File: src/rtl/pipelined_addsub_if.sv
// Operand/result handshake bundle for pipelined_addsub.
// master drives operands and result acceptance; slave is the add/sub unit.
interface pipelined_addsub_if #(
    parameter int unsigned WIDTH = 32
);
    logic             in_valid;
    logic             in_ready;
    logic             sub;
    logic [WIDTH-1:0] x;
    logic [WIDTH-1:0] y;
    logic             out_valid;
    logic             out_ready;
    logic [WIDTH-1:0] s;
    logic             cout;
    logic             ovf;
    logic             zero;

    modport master (
        output in_valid, sub, x, y, out_ready,
        input  in_ready, out_valid, s, cout, ovf, zero
    );

    modport slave (
        input  in_valid, sub, x, y, out_ready,
        output in_ready, out_valid, s, cout, ovf, zero
    );
endinterface

File: src/rtl/pipelined_addsub.sv
// Pipelined add/subtract: one CHUNK of the carry chain per stage, carry registered between stages.
// Optional signed saturation of the result when ADDSUB_SAT_EN is defined.
module pipelined_addsub #(
    parameter int unsigned WIDTH  = 32,
    parameter int unsigned STAGES = 4
) (
    input  logic               clk,
    input  logic               rst_n,
    pipelined_addsub_if.slave  bus
);
    localparam int unsigned CHUNK = WIDTH / STAGES;
    localparam int unsigned LAST  = STAGES - 1;

    // Per-stage state: operands travel forward, partial result accumulates, carry chains on.
    logic [WIDTH-1:0] a_q [STAGES];
    logic [WIDTH-1:0] b_q [STAGES];
    logic [WIDTH-1:0] r_q [STAGES];
    logic             c_q [STAGES];
    logic             v_q [STAGES];
    logic [WIDTH-1:0] a_d [STAGES];
    logic [WIDTH-1:0] b_d [STAGES];
    logic [WIDTH-1:0] r_d [STAGES];
    logic             c_d [STAGES];
    logic             v_d [STAGES];
    logic             ovf_q;
    logic             ovf_d;
    logic             zero_q;
    logic             zero_d;
    logic             stall;

    assign stall         = v_q[LAST] && !bus.out_ready;
    assign bus.in_ready  = !stall;
    assign bus.out_valid = v_q[LAST];
    assign bus.s         = r_q[LAST];
    assign bus.cout      = c_q[LAST];
    assign bus.ovf       = ovf_q;
    assign bus.zero      = zero_q;

    // Next value of every stage; a stage only loads data when its source beat is valid.
    always_comb begin : stage_next
        logic [WIDTH-1:0] src_a;
        logic [WIDTH-1:0] src_b;
        logic [WIDTH-1:0] src_r;
        logic [WIDTH-1:0] res;
        logic             src_c;
        logic             src_v;
        logic             cin_msb;
        logic [CHUNK:0]   sum_c;

        ovf_d   = ovf_q;
        zero_d  = zero_q;
        cin_msb = 1'b0;
        src_a   = bus.x;
        src_b   = bus.sub ? ~bus.y : bus.y;
        src_c   = bus.sub;
        src_r   = '0;
        src_v   = bus.in_valid;

        for (int unsigned i = 0; i < STAGES; i++) begin
            sum_c = (CHUNK+1)'(src_a[i*CHUNK +: CHUNK])
                  + (CHUNK+1)'(src_b[i*CHUNK +: CHUNK])
                  + (CHUNK+1)'(src_c);
            res = src_r;
            res[i*CHUNK +: CHUNK] = sum_c[CHUNK-1:0];

            v_d[i] = src_v;
            a_d[i] = a_q[i];
            b_d[i] = b_q[i];
            c_d[i] = c_q[i];
            r_d[i] = r_q[i];

            if (src_v) begin
                a_d[i] = src_a;
                b_d[i] = src_b;
                c_d[i] = sum_c[CHUNK];
                r_d[i] = res;
                if (i == LAST) begin
                    // Carry into the MSB recovered from the MSB sum bit and its operands.
                    cin_msb = src_a[WIDTH-1] ^ src_b[WIDTH-1] ^ res[WIDTH-1];
                    ovf_d   = cin_msb ^ sum_c[CHUNK];
`ifdef ADDSUB_SAT_EN
                    if (ovf_d) begin
                        r_d[i] = src_a[WIDTH-1] ? {1'b1, {(WIDTH-1){1'b0}}}
                                                : {1'b0, {(WIDTH-1){1'b1}}};
                    end
`endif
                    zero_d  = ~|r_d[i];
                end
            end

            src_a = a_q[i];
            src_b = b_q[i];
            src_c = c_q[i];
            src_r = r_q[i];
            src_v = v_q[i];
        end
    end

    // Whole pipeline advances together and freezes on output stall.
    always_ff @(posedge clk) begin
        if (!rst_n) begin
            for (int unsigned i = 0; i < STAGES; i++) begin
                v_q[i] <= 1'b0;
                a_q[i] <= '0;
                b_q[i] <= '0;
                r_q[i] <= '0;
                c_q[i] <= 1'b0;
            end
            ovf_q  <= 1'b0;
            zero_q <= 1'b0;
        end else if (!stall) begin
            for (int unsigned i = 0; i < STAGES; i++) begin
                v_q[i] <= v_d[i];
                a_q[i] <= a_d[i];
                b_q[i] <= b_d[i];
                r_q[i] <= r_d[i];
                c_q[i] <= c_d[i];
            end
            ovf_q  <= ovf_d;
            zero_q <= zero_d;
        end
    end
endmodule
File: src/flat_wrapper.sv
// flat-port wrapper written by rule: the top's interface ports become plain ports
module pipelined_addsub_flat 
#(
    parameter int unsigned WIDTH  = 32,
    parameter int unsigned STAGES = 4
)
  (clk, rst_n, bus_in_valid, bus_sub, bus_x, bus_y, bus_out_ready, bus_in_ready, bus_out_valid, bus_s, bus_cout, bus_ovf, bus_zero);
  pipelined_addsub_if #(.WIDTH(WIDTH)) bus_i ();
  input  logic clk;
  input  logic rst_n;
  input wire logic [$bits(bus_i.in_valid)-1:0] bus_in_valid;
  input wire logic [$bits(bus_i.sub)-1:0] bus_sub;
  input wire logic [$bits(bus_i.x)-1:0] bus_x;
  input wire logic [$bits(bus_i.y)-1:0] bus_y;
  input wire logic [$bits(bus_i.out_ready)-1:0] bus_out_ready;
  output wire logic [$bits(bus_i.in_ready)-1:0] bus_in_ready;
  output wire logic [$bits(bus_i.out_valid)-1:0] bus_out_valid;
  output wire logic [$bits(bus_i.s)-1:0] bus_s;
  output wire logic [$bits(bus_i.cout)-1:0] bus_cout;
  output wire logic [$bits(bus_i.ovf)-1:0] bus_ovf;
  output wire logic [$bits(bus_i.zero)-1:0] bus_zero;
  assign bus_i.in_valid = bus_in_valid;
  assign bus_i.sub = bus_sub;
  assign bus_i.x = bus_x;
  assign bus_i.y = bus_y;
  assign bus_i.out_ready = bus_out_ready;
  assign bus_in_ready = bus_i.in_ready;
  assign bus_out_valid = bus_i.out_valid;
  assign bus_s = bus_i.s;
  assign bus_cout = bus_i.cout;
  assign bus_ovf = bus_i.ovf;
  assign bus_zero = bus_i.zero;
  pipelined_addsub #(.WIDTH(WIDTH), .STAGES(STAGES)) u_core (.clk(clk), .rst_n(rst_n), .bus(bus_i));
endmodule
File: config.mk
export PLATFORM = sky130hd
export DESIGN_NAME = pipelined_addsub_flat
export DESIGN_NICKNAME = d
export VERILOG_FILES = /design/src/rtl/pipelined_addsub_if.sv /design/src/rtl/pipelined_addsub.sv /design/src/flat_wrapper.sv
export SDC_FILE = /design/constraint.sdc
export NUM_CORES = 1
export LEC_CHECK = 0
export BUFFER_PORTS_ARGS = -buffer_cell sky130_fd_sc_hd__buf_4
export CAP_MARGIN = 20
export CORE_MARGIN = 8
export CORE_UTILIZATION = 40
export CTS_BUF_LIST = sky130_fd_sc_hd__clkbuf_16
export DETAILED_ROUTE_END_ITERATION = 6
export PLACE_DENSITY = 0.58
export RECOVER_POWER = 25
export SKIP_CTS_REPAIR_TIMING = 1
export SLEW_MARGIN = 20
export SYNTH_ARGS = -nofsm -noshare
export SYNTH_HDL_FRONTEND = slang
export SYNTH_SLANG_ARGS = --single-unit
File: constraint.sdc
create_clock -name clk -period 7.3 [get_ports clk]
set_input_delay 0.73 -clock clk [delete_from_list [all_inputs] [get_ports clk]]
set_output_delay 0.73 -clock clk [all_outputs]
set_load 0.01 [all_outputs]
==> results of run 1 <==
-- power by group through the flow --
stage               clock, uW  sequential [uW]  combinational, uW
global placement            0             1350                336
floorplan                   0             1350                221
CTS                       903             1330                343
global route              940             1340                369
detailed placement          0             1350                340
finish                    881             1330                326
-- tightest hold or removal path: stages (launching register included) --
cell,delay (ns)
sky130_fd_sc_hd__dfxtp_1,0.32
sky130_fd_sc_hd__nand2_1,0.06
sky130_fd_sc_hd__o21ai_0,0.06
-- placed cells by master, fill, tap and decap left out, types with 8 or more instances in the layout --
master	n
sky130_fd_sc_hd__a21o_1	9
sky130_fd_sc_hd__nand2_1	21
sky130_fd_sc_hd__xnor2_1	35
sky130_fd_sc_hd__clkbuf_16	17
sky130_fd_sc_hd__o21ai_0	13
sky130_fd_sc_hd__inv_1	20
sky130_fd_sc_hd__edfxtp_1	181
sky130_fd_sc_hd__clkbuf_1	37
sky130_fd_sc_hd__ha_1	28
sky130_fd_sc_hd__a21oi_1	8
sky130_fd_sc_hd__nor2_1	59
sky130_fd_sc_hd__xor2_1	11
sky130_fd_sc_hd__and3_1	125
sky130_fd_sc_hd__buf_4	72
-- flip-flops by register name (all words and copies together) (netlist names) --
name and count:
u_core.v_q 4, u_core.a_q 48, u_core.r_q 80, u_core.b_q 48
u_core.c_q 4, u_core.bus.zero 1, u_core.bus.ovf 1
-- kinds of logic after synthesis --
kind of cell	count (synthesis)
multiplexers	4
flip-flops	186
AO/OA/AOI/OAI	66
buffers and inverters	61
adder cells (fa/ha/maj)	35
XOR/XNOR	46
AND/OR/NAND/NOR	244
-- final cells by class --
cell class / instances / area [um^2] / share of cell area, %
clock buffers: 17 / 425 / 4.27
clock inverters: 15 / 150 / 1.51
inverters: 21 / 78.8 / 0.790
multi-input cells: 395 / 2750 / 27.5
flip-flops and latches: 186 / 5540 / 55.5
well taps: 275 / 344 / 3.45
repair buffers: 110 / 694 / 6.96
-- layer usage --
metal	share of wire [%]	global-route usage [%]	vias to the layer above
li1	-	-	2542
met1	45	16.5	2425
met2	48	21.0	119
met3	6.0	3.72	15
met4	1.5	5.13	0
met5	0	0	-
-- worst min path at each step --
stage / endpoint / slack, ns / depth (start not counted)
detailed placement: u_core.bus.ovf / 0.48 / 2
CTS: u_core.bus.ovf / 0.49 / 2
global placement: u_core.bus.zero / 0.47 / 2
floorplan: u_core.v_q[0] / 0.45 / 2
finish: u_core.bus.zero / 0.49 / 2
global route: u_core.bus.zero / 0.53 / 2
-- through the flow --
stage / worst slack (ns) / util, %
2_1_floorplan: 4.49 / -
3_3_place_gp: 3.91 / 45.4
3_5_place_dp: 3.76 / 45.4
4_1_cts: 4.04 / 48.2
5_1_grt: 2.91 / 47.6
6_report: 3.27 / 47.6
==> flow_summary_export.csv, run 1 <==
group,metric,value,unit
layout,final_area,9970,um^2
critical_path,rr_endpoint,"u_core.r_q[2][22]",
synth,syn-num-nets,746,
timing,hold_violations,0,
floorplanning,initial_core_util,40.6,%
power,clock_power_share,34.7,%
critical_path,cp-startpoint,"bus_sub",
cts,cts.reportedPaths.clkPinSlew,0.07,ns
synth,mappedNetlistArea,8510,um^2
synth,ys_dominant_reg_cell,"sky130_fd_sc_hd__edfxtp_1",
synth,synth-compound-area-share,5.62,%
critical_path,path_max_fanout,32,
power,worst_ir_drop_vdd,0.156,mV
critical_path,arrival,4.19,ns
placed_design,detailed_place.area,9520,um^2
synth,netlist_top_cells_area,"sky130_fd_sc_hd__edfxtp_1 (64%), sky130_fd_sc_hd__and3_1 (9.2%), sky130_fd_sc_hd__ha_1 (4.1%)",
routing,route.detailed.drc,0,
timing,finalCritPeriodShare,55.1,%
routing,drtIter0Drc,388,
layout,filler_cell_count,1929,
power,p_seq_share,52.4,%
global_routing,grt_first_pass_wirelength,27000,um
placed_design,gpl.final_weighted_congestion,0.800,
global_routing,grt-ovfl-total,0,
floorplanning,die_area,26200,um^2
critical_path,cp.required,7.47,ns
critical_path,worst_path_max_delay_cell,"sky130_fd_sc_hd__clkbuf_1",
cts,cts-root-buf,"sky130_fd_sc_hd__clkbuf_16",
cts,cts_htree_levels,4,
cts,clockBufferDepth,2,
floorplanning,die_height,162,um
timing,finalSetupViolations,0,
synth,synth_common_cells,"sky130_fd_sc_hd__edfxtp_1 (181), sky130_fd_sc_hd__and3_1 (125), sky130_fd_sc_hd__nor2_1 (59)",
critical_path,worst_path_dominant_cell_family,"buffers and inverters",
power,cell_internal_pwr,1900,uW
timing,rsz0062_at_grt,"false",
placed_design,numPlacedInstances,986,
placed_design,detailed_placement_hpwl,11700,um
power,power.switching_fraction,25.2,%
critical_path,worstSetupPathDepth,9,
status,status,"finished with violations",
power,power-per-cell-area,254,nW/um^2
cts,cts_made_buffers,17,
synth,synth_simple_gate_area_share,15.5,%
routing,first_pass_iters,5,
floorplanning,floorplan.core_area,21000,um^2
floorplanning,rows,53,
global_routing,grt_start_max_net_pins,134,
critical_path,timing.critical_path.buf_inv,1,
critical_path,critical_path_class,"in -> reg",
critical_path,timing.critical_path.to_type,"flop",
layout,n_antenna_cell,0,
cts,cts_sinks,186,
timing,worst_hold_slack,0.487,ns
synth,synthMuxAreaShare,0.529,%
critical_path,timing.critical_path.from_type,"input port",
timing,slew_headroom,-50.0,%
global_routing,antenna_found_initial,0,
synth,synth_cells,642,
synth,ys.warnings.count,0,
global_routing,grt_pass1_vias,5274,
timing,clock_period_minus_final_worst_setup_slack,4.03,ns
floorplanning,ports,106,
synth,yosys.area_share.adder,5.76,%
critical_path,setup.worst_path.end,"u_core.c_q[0]",
synth,synth_area_leader_cell,"sky130_fd_sc_hd__edfxtp_1",
cts,tritoncts,"yes",
power,static-leakage-power,0.00420,uW
timing,maxClockFrequency,248,MHz
timing,final-max-slew-violation-count,33,
routing,wl_per_cell,16.5,um
power,p_comb_share,12.9,%
synth,postSynthRegisterBits,186,
placed_design,io_buffer_count,105,
layout,design.final.nets,835,
critical_path,crit_path_cell_trace,"clkbuf_1, xor2_1, fa_1, a21o_1, a21oi_1, nor2_1, o31a_1, o211ai_1, o211ai_1",
critical_path,worst_path_most_repeated_cell,"sky130_fd_sc_hd__o211ai_1",
hold_path,hold_path_startpoint,"u_core.bus.zero",
synth,yosys.cell_count.top_type,"sky130_fd_sc_hd__edfxtp_1",
synth,synth.avg_cell_area,13.3,um^2
global_routing,globalRouteTotalUtil,13.1,%
critical_path,timing.critical_path.slowest_cell_delay,1.58,ns
flow_run,drv_cap,1,
routing,vias,5101,
hold_path,worstHoldPathType,"reg -> reg",
timing,slew_worst_pin,2.25,ns
critical_path,reg2reg_from,"u_core.v_q[3]",
synth,synth_sequential_area_ratio,65.0,%
synth,synth-xor-area-share,4.73,%
synth,fraction_of_synthesis_flops_using_an_asynchronous_set_or_reset_pin,0,%
power,p_switching,639,uW
timing,accumulated_negative_setup_slack,0,ns
layout,flow.area_growth_from_synthesis,17.2,%
floorplanning,die_width,162,um
cts,clock_insertion_delay_at_the_later_pin_of_the_skew_report,0.42,ns
routing,detail_route.vias_per_cell,5.01,
critical_path,regToRegSetupSlack,4.02,ns
status,failed_checks,"max-capacitance violations, max-slew violations",
synth,synth_top_area_share,63.9,%
layout,post_route_cells_drive_above_1_share,14.9,%
timing,clock_skew,0.00723,ns
synth,synth_edf_count,181,
critical_path,count_of_cells_along_the_worst_register_to_register_path,6,
synth,main_combinational_cell_family_by_area_after_synthesis,"simple AND/OR/NAND/NOR gates",
routing,antenna_violating_nets_post_route,0,
power,p_total,2540,uW
routing,routed_wl,16800,um
layout,layout.cells.non_filler,1019,
synth,synth_cell_types,45,
Note: power is estimated with default switching activity, not from simulation.
==> run 2, diff against run 1 <==
--- a/config.mk
+++ b/config.mk
@@ -11,7 +11,7 @@
 export CORE_UTILIZATION = 40
 export CTS_BUF_LIST = sky130_fd_sc_hd__clkbuf_16
 export DETAILED_ROUTE_END_ITERATION = 6
-export PLACE_DENSITY = 0.58
+export PLACE_DENSITY = 0.6
 export RECOVER_POWER = 25
 export SKIP_CTS_REPAIR_TIMING = 1
 export SLEW_MARGIN = 20
==> constraint.sdc (replaced) <==
create_clock -name clk -period 3.4 [get_ports clk]
set_input_delay 0.34 -clock clk [delete_from_list [all_inputs] [get_ports clk]]
set_output_delay 0.34 -clock clk [all_outputs]
set_load 0.01 [all_outputs]
==> run 2 against run 1 <==
Net effect: the flow now finishes without violations; sequential power grew 110%; design area increased by 0.26%; register-to-register slack worse by 3.1 ns; sequential cell count did not move; setup slack got worse by 2.4 ns; clock-buffer cell count unchanged; largest power group unchanged.
==> flow_summary_export.csv, run 2 (synthesis gave the netlist of run 1 again) <==
group,metric,value,unit
status,status,"finished clean",
placed_design,detailed_placement_hpwl,11900,um
layout,layout.cells.most_common_list,"sky130_fd_sc_hd__edfxtp_1 (181), sky130_fd_sc_hd__and3_1 (125), sky130_fd_sc_hd__buf_4 (77), sky130_fd_sc_hd__nor2_1 (59), sky130_fd_sc_hd__clkbuf_1 (37)",
floorplanning,initial_core_util,40.6,%
layout,largestRegisters,"u_core.r_q: 80 flops, u_core.a_q: 48 flops, u_core.b_q: 48 flops",
timing,maxClockFrequency,402,MHz
cts,cts-root-buf,"sky130_fd_sc_hd__clkbuf_16",
layout,filler_cell_count,1935,
layout,largest_register_ffs,80,
global_routing,grt_pass1_vias,5350,
routing,route.detailed.drc,0,
timing,rsz0062_at_grt,"false",
power,p_comb_share,13.1,%
critical_path,worst_path_dominant_cell_family,"adder cells",
hold_path,worstHoldPathType,"in -> reg",
routing,wl_per_cell,16.6,um
layout,post_route_cells_drive_above_1_share,14.9,%
critical_path,cp.required,3.68,ns
floorplanning,die_width,162,um
routing,vias,5178,
critical_path,reg2reg_from,"u_core.b_q[0][88]",
routing,detail_route.vias_per_cell,5.05,
routing,first_pass_iters,5,
placed_design,gpl.final_weighted_congestion,0.854,
cts,tritoncts,"yes",
floorplanning,floorplan.core_area,21000,um^2
cts,clock_insertion_delay_at_the_later_pin_of_the_skew_report,0.42,ns
flow_run,drv_cap,0,
routing,routed_wl,17000,um
timing,finalCritPeriodShare,73.1,%
critical_path,setup.worst_path.end,"u_core.c_q[3]",
power,power.switching_fraction,23.4,%
critical_path,count_of_cells_along_the_worst_register_to_register_path,9,
routing,drtIter0Drc,430,
floorplanning,die_area,26200,um^2
global_routing,antenna_found_initial,0,
power,p_total,5440,uW
global_routing,grt_start_max_net_pins,86,
power,worst_ir_drop_vdd,0.341,mV
timing,final-max-slew-violation-count,0,
power,power-per-cell-area,544,nW/um^2
timing,clock_period_minus_final_worst_setup_slack,2.49,ns
critical_path,timing.critical_path.slowest_cell_delay,0.48,ns
global_routing,grt_first_pass_wirelength,27300,um
placed_design,io_buffer_count,105,
timing,slew_headroom,14.1,%
critical_path,timing.critical_path.buf_inv,1,
timing,accumulated_negative_setup_slack,0,ns
power,clock_power_share,34.4,%
critical_path,arrival,2.77,ns
power,cell_internal_pwr,4170,uW
layout,most_frequent_standard_cell_in_the_layout_excluding_fill_and_tap_cells,"sky130_fd_sc_hd__edfxtp_1",
floorplanning,die_height,162,um
timing,finalSetupViolations,0,
critical_path,cp-startpoint,"u_core.b_q[0][88]",
cts,cts.reportedPaths.clkPinSlew,0.06,ns
critical_path,worstSetupPathDepth,9,
global_routing,grt-ovfl-total,0,
layout,flow.area_growth_from_synthesis,17.5,%
critical_path,timing.critical_path.to_type,"flop",
power,p_switching,1270,uW
global_routing,globalRouteTotalUtil,13.1,%
layout,registers.top_by_ff_count,"u_core.r_q",
layout,design.final.nets,841,
critical_path,worst_path_max_delay_cell,"sky130_fd_sc_hd__fa_1",
layout,n_antenna_cell,0,
cts,cts_made_buffers,17,
cts,cts_sinks,186,
critical_path,critical_path_class,"reg -> reg",
floorplanning,rows,53,
critical_path,regToRegSetupSlack,0.91,ns
cts,cts_htree_levels,4,
critical_path,timing.critical_path.from_type,"flop",
power,static-leakage-power,0.00423,uW
timing,clock_skew,0.00555,ns
timing,slew_worst_pin,1.29,ns
floorplanning,ports,106,
critical_path,rr_endpoint,"u_core.c_q[3]",
timing,hold_violations,0,
hold_path,hold_depth,2,
critical_path,crit_path_cell_trace,"inv_1, fa_1, fa_1, nand2b_1, a21oi_1, a211oi_1, a21oi_1, mux2i_1, nor2_1",
routing,antenna_violating_nets_post_route,0,
critical_path,path_max_fanout,2,
power,p_seq_share,52.5,%
cts,clockBufferDepth,2,
[run 2: worst min path at each step]
stage,slack [ns],endpoint,from
2_1_floorplan,0.45,u_core.v_q[0],u_core.v_q[0]
3_3_place_gp,0.47,u_core.v_q[1],u_core.v_q[1]
3_5_place_dp,0.47,u_core.v_q[0],u_core.v_q[0]
4_1_cts,0.21,u_core.a_q[0][19],bus_x[19]
5_1_grt,0.21,u_core.a_q[0][21],bus_x[21]
6_report,0.23,u_core.a_q[0][19],bus_x[19]
[run 2: final cells by class]
cell class	instances	area, um^2	share of cell area [%]
Inverter	21	78.8	0.788
Multi-Input combinational cell	395	2740	27.4
Clock buffer	17	425	4.25
Sequential cell	186	5540	55.4
Clock inverter	15	134	1.34
Timing Repair Buffer	116	742	7.42
Tap cell	275	344	3.44
[run 2: power groups by stage]
stage	clock network [uW]	logic (uW)	registers (uW)
6_report	1870	712	2850
3_5_place_dp	0	743	2900
2_1_floorplan	0	474	2890
5_1_grt	2000	798	2870
4_1_cts	1910	748	2860
3_3_place_gp	0	723	2900
[run 2: per-stage QoR]
| step | hold WS [ns] | cells | instance area, um^2 | utilization [%] | setup WS (ns) |
|---|---|---|---|---|---|
| floorplan | 0.452 | 642 | 8510 | - | 0.760 |
| global route | 0.214 | 1025 | 10000 | 47.7 | 0.718 |
| global placement | 0.470 | 993 | 9580 | 45.7 | 0.758 |
| detailed placement | 0.470 | 993 | 9580 | 45.7 | 0.630 |
| finish | 0.226 | 1025 | 10000 | 47.7 | 0.915 |
| CTS | 0.206 | 1025 | 10100 | 48.4 | 0.935 |
[run 2: per-layer routing]
layer / vias to the layer above / track usage (%) / part of all wire (%)
li1: 2553 / - / -
met1: 2449 / 16.5 / 45
met2: 152 / 21.5 / 47
met3: 24 / 3.21 / 5.6
met4: 0 / 5.05 / 1.6
met5: - / 0 / 0
